--- config.mk ---
export PLATFORM = sky130hd
export DESIGN_NAME = sp_ram_req_sequencer
export DESIGN_NICKNAME = d
export VERILOG_FILES = /design/src/rtl/sp_ram_req_sequencer.sv
export SDC_FILE = /design/constraint.sdc
export NUM_CORES = 1
export LEC_CHECK = 0
export BUFFER_PORTS_ARGS = -buffer_cell sky130_fd_sc_hd__buf_2
export CORE_MARGIN = 2
export CORE_UTILIZATION = 25
export CTS_CLUSTER_SIZE = 16
export DETAILED_ROUTE_END_ITERATION = 8
export GPL_TIMING_DRIVEN = 0
export SLEW_MARGIN = 20
export SYNTH_ARGS = -nofsm -noshare
export SYNTH_HDL_FRONTEND = slang
export SYNTH_SLANG_ARGS = --single-unit
export TNS_END_PERCENT = 10
--- constraint.sdc ---
create_clock -name clk -period 3.8 [get_ports clk]
set_input_delay 0.19 -clock clk [delete_from_list [all_inputs] [get_ports clk]]
set_output_delay 0.19 -clock clk [all_outputs]
set_load 0.02 [all_outputs]
--- src/rtl/sp_ram_req_sequencer.sv ---
// Serialises independent write/read request channels onto a single-port synchronous RAM
// and returns read data on a valid/ready response channel. Define SEQ_RR_ARB_EN for round-robin tie-breaking.
module sp_ram_req_sequencer #(
    parameter int DATA_WIDTH = 4,
    parameter int ADDR_WIDTH = 4
) (
    input  logic                  clk,
    input  logic                  rst_n,
    input  logic                  wr_valid,
    output logic                  wr_ready,
    input  logic [ADDR_WIDTH-1:0] wr_addr,
    input  logic [DATA_WIDTH-1:0] wr_data,
    input  logic                  rd_valid,
    output logic                  rd_ready,
    input  logic [ADDR_WIDTH-1:0] rd_addr,
    output logic                  rsp_valid,
    input  logic                  rsp_ready,
    output logic [DATA_WIDTH-1:0] rsp_data,
    output logic [ADDR_WIDTH-1:0] ram_addr,
    output logic [DATA_WIDTH-1:0] ram_din,
    output logic                  ram_we,
    output logic                  ram_oe,
    input  logic [DATA_WIDTH-1:0] ram_dout
);

    typedef enum logic [2:0] {
        IDLE,
        WR,
        RD_ISSUE,
        RD_CAP,
        RESP
    } state_t;

    state_t                  stateReg, stateNext;
    logic                    wrGrant, rdGrant;
    logic                    wrAccept, rdAccept;
    logic                    ramWeNext, ramOeNext;
    logic [ADDR_WIDTH-1:0]   ramAddrNext;
    logic [DATA_WIDTH-1:0]   ramDinNext;
    logic                    rspValidNext;
    logic [DATA_WIDTH-1:0]   rspDataNext;

`ifdef SEQ_RR_ARB_EN
    // lastWrReg=1 means the most recent accept was a write, so a tie goes to the read.
    logic lastWrReg, lastWrNext;

    assign wrGrant = !rd_valid || !lastWrReg;
    assign rdGrant = !wr_valid ||  lastWrReg;
`else
    assign wrGrant = 1'b1;
    assign rdGrant = !wr_valid;
`endif

    assign wr_ready = (stateReg == IDLE) && wrGrant;
    assign rd_ready = (stateReg == IDLE) && rdGrant;
    assign wrAccept = wr_valid && wr_ready;
    assign rdAccept = rd_valid && rd_ready;

    always_comb begin
        stateNext    = stateReg;
        ramWeNext    = 1'b0;
        ramOeNext    = 1'b0;
        ramAddrNext  = ram_addr;
        ramDinNext   = ram_din;
        rspValidNext = rsp_valid;
        rspDataNext  = rsp_data;
`ifdef SEQ_RR_ARB_EN
        lastWrNext   = lastWrReg;
`endif
        case (stateReg)
            IDLE: begin
                if (wrAccept) begin
                    stateNext   = WR;
                    ramWeNext   = 1'b1;
                    ramAddrNext = wr_addr;
                    ramDinNext  = wr_data;
`ifdef SEQ_RR_ARB_EN
                    lastWrNext  = 1'b1;
`endif
                end else if (rdAccept) begin
                    stateNext   = RD_ISSUE;
                    ramOeNext   = 1'b1;
                    ramAddrNext = rd_addr;
`ifdef SEQ_RR_ARB_EN
                    lastWrNext  = 1'b0;
`endif
                end
            end
            WR:       stateNext = IDLE;
            RD_ISSUE: stateNext = RD_CAP;
            // RAM registered its output on the previous edge; capture it now.
            RD_CAP: begin
                stateNext    = RESP;
                rspValidNext = 1'b1;
                rspDataNext  = ram_dout;
            end
            RESP: begin
                if (rsp_ready) begin
                    stateNext    = IDLE;
                    rspValidNext = 1'b0;
                end
            end
            default:  stateNext = IDLE;
        endcase
    end

    always_ff @(posedge clk or negedge rst_n) begin
        if (!rst_n) begin
            stateReg  <= IDLE;
            ram_we    <= 1'b0;
            ram_oe    <= 1'b0;
            ram_addr  <= '0;
            ram_din   <= '0;
            rsp_valid <= 1'b0;
            rsp_data  <= '0;
`ifdef SEQ_RR_ARB_EN
            lastWrReg <= 1'b0;
`endif
        end else begin
            stateReg  <= stateNext;
            ram_we    <= ramWeNext;
            ram_oe    <= ramOeNext;
            ram_addr  <= ramAddrNext;
            ram_din   <= ramDinNext;
            rsp_valid <= rspValidNext;
            rsp_data  <= rspDataNext;
`ifdef SEQ_RR_ARB_EN
            lastWrReg <= lastWrNext;
`endif
        end
    end

endmodule
==> results.yml <==
sta:
  worst_case_clock_skew_ns: 0.00113
  min_period_ns: 1.79
  report.final.setup_viol: 0
  hold_viol_final: 0
  max_freq_mhz: 559
  relative_max_transition_margin_pct: 72.1
  tightestPinTransition_ns: 0.418
  worst_setup_slack_after_layout_ns: 2.01
  drv_slew: 0
  finalCritPeriodShare_pct: 47.1
  fin_tns_setup_ns: 0
  setup_repair_after_global_routing_missed_its_margin: "false"
global_route:
  largest_net_degree_at_the_start_of_global_routing: 19
  wire_length_of_the_first_global_routing_pass_um: 2680
  initial_antenna_violation_count: 0
  number_of_global_route_vias_before_repair: 596
  gr-usage-all-layers_pct: 10.2
  grt_remaining_overflow: 0
pwr:
  power_per_cell_area_nw_per_um2: 886
  worst_ir_drop_vdd_mv: 0.285
  static-leakage-power_nw: 0.524
critical_path:
  critPathTopFamily: "simple AND/OR/NAND/NOR gates"
  timing.critical_path.cells: "or3_1 -> clkbuf_1 -> nor2_1 -> buf_2"
  critical_path_buf_inv_count: 2
  crit_fanout: 7
  criticalPathCategory: "reg -> out"
  slowest_stage_cell_cp: "dfrtp_1"
  crit_path_end_kind: "primary output"
  critical_path_required_ns: 3.61
  timing.critical_path.arrival_ns: 1.60
  critical_path.startpoint_type: "flip-flop"
  timing.critical_path.slowest_cell_delay_ns: 0.45
outcome:
  outcome: "complete, no violations"
route:
  avgViaCountPerCell: 4.51
  avgRoutedWirePerCell_um: 12.4
  detailedRoute.firstIterationViolations: 21
  drtAntennaViolNets: 0
  finalWirelength_um: 1660
  drt_pass1_iterations: 2
  drcViolationCount: 0
  via_count: 605
floorplan:
  site_row_count: 19
  effective_utilization_at_floorplan_pct: 26.8
  overall_die_area_um2: 3490
  die_h_um: 59.1
  overall_die_width_um: 59.1
  placeableCoreArea_um2: 2830
  num_io_pins: 38
synth:
  synthCells: 61
  ys_ff_latch: 18
  mappedNetlistNets: 82
  yosysWarningCount: 0
  synth.yosys.seq_area_share_pct: 59.4
  synth_area_um2: 758
  synth.distinct_cells: 23
  avgSynthCellArea_um2: 12.4
layout:
  syn_to_final_growth_pct: 35.6
  post_route_cells_drive_above_1_share_pct: 50.5
  layout.filler_cells: 300
  nets: 125
  n_antenna_cell: 0
  multi_input_comb_area_um2: 278
  postLayoutCellArea_um2: 1030
  sequential_cell_area_um2: 450
clock_tree:
  tritoncts.num_buffers: 3
  cts_setup_buffers: 0
  cts.htree.levels: 1
  cts.reportedPaths.clkPinSlew_ns: 0.10
  clockBufferDepth: 2
  cts_resized: 0
  cts_num_sinks: 18
  cts_root_buf: "clkbuf_4"
  clkLatencyLatePin_ns: 0.29
  cts_tree: "done"
placement:
  pre_cts_slack_ns: 2.24
  dp_hpwl_um: 1250
  dpl-instance-area_um2: 982
  portBuffers: 37
  routabilityCongestion: 0.764
worst_hold_path:
  type_of_the_worst_min_delay_path: "in -> reg"
flow_run:
  cap_violations: 0
-- power breakdown --
part	switching (mW)	internal (mW)
sequential	0.0665	0.284
clock	0.0582	0.0583
combinational	0.251	0.193
total	0.376	0.535
-- metal layers --
layer	GRT usage (%)	vias up	wire length, um
met5	0	-	0
met4	1.95	0	16
met3	3.93	2	92
met2	16.8	18	809
met1	12.8	281	744
li1	-	304	-
-- path summary, 6_finish.rpt --
kind                          endpoint  slack (ns)  depth (start not counted)        start
min in group asynchronous    rsp_valid        0.36                          2        rst_n
max in group asynchronous   ram_din[0]        3.15                          2        rst_n
max reg2reg                 ram_din[0]        2.23                          3  stateReg[2]
min reg2reg                rsp_data[0]        0.51                          1  rsp_data[0]
min                         ram_din[1]        0.12                          2   wr_data[1]
max                           rd_ready        2.01                          4  stateReg[2]
-- final cells by class --
cell class,count,share of cell area (%)
Timing Repair Buffer,38,19.0
Sequential cell,18,43.8
Inverter,4,1.46
Tap cell,31,3.77
Buffer,2,1.46
Clock buffer,4,3.53
Multi-Input combinational cell,37,27.0
-- synth_stat cells --
library cell | instances | share of area (%)
dfrtp_1 | 18 | 59
nor2_1 | 7 | 3.5
mux2_2 | 4 | 5.9
mux2_4 | 4 | 7.9
o22ai_1 | 4 | 3.3
inv_1 | 3 | 1.5
o32ai_1 | 3 | 3.5
a21oi_1 | 2 | 1.3
nor3_1 | 2 | 1.3
a211oi_1 | 1 | 0.99
and2_1 | 1 | 0.83
buf_6 | 1 | 1.5
clkbuf_1 | 1 | 0.49
inv_2 | 1 | 0.49
nand2_1 | 1 | 0.49
nand2b_1 | 1 | 0.83
nand3_1 | 1 | 0.66
nand3b_1 | 1 | 0.99
nor4b_1 | 1 | 1.2
o31ai_1 | 1 | 0.99
or2_2 | 1 | 0.83
or3_1 | 1 | 0.83
or4b_1 | 1 | 1.3
-- flip-flops by register name (all words and copies together), names as in the netlist --
name and flops:
ram_din 4, rsp_valid 1, stateReg 3, ram_oe 1, rsp_data 4, ram_addr 4
ram_we 1
-- metrics by stage --
stage / power (mW) / hold WS, ns / util [%] / instances
6_report: 0.911 / 0.122 / 36.4 / 134
5_1_grt: 0.985 / 0.106 / 36.4 / 134
4_1_cts: 0.929 / 0.107 / 36.4 / 134
3_5_place_dp: 0.806 / 0.154 / 34.7 / 129
3_3_place_gp: 0.792 / 0.144 / 34.7 / 129
2_1_floorplan: 0.658 / -0.106 / - / 61
-- placed cells by master (no fill, tap or decap), types with 2 or more instances in the layout --
| cell | count |
|---|---|
| nor2_1 | 7 |
| o22ai_1 | 4 |
| inv_1 | 3 |
| mux2_4 | 4 |
| dfrtp_1 | 18 |
| a21oi_1 | 2 |
| nor3_1 | 2 |
| buf_2 | 37 |
| clkbuf_4 | 3 |
| mux2_2 | 4 |
| o32ai_1 | 3 |
-- cell families (layout without fill, tap and decap cells) --
family,after synthesis,after routing,share of synthesized area [%]
buffers and inverters,6,48,3.96
AND/OR/NAND/NOR,18,18,12.7
AO/OA/AOI/OAI,11,11,10.1
multiplexers,8,8,13.9
flip-flops,18,18,59.4
-- timing repair --
| item | 4_1_cts | 5_1_grt |
|---|---|---|
| setup endpoints to repair | 0 | 0 |
| hold buffers | 1 | 0 |
| hold endpoints to repair | 18 | 0 |
No activity file was read; power rests on OpenSTA's default activity.
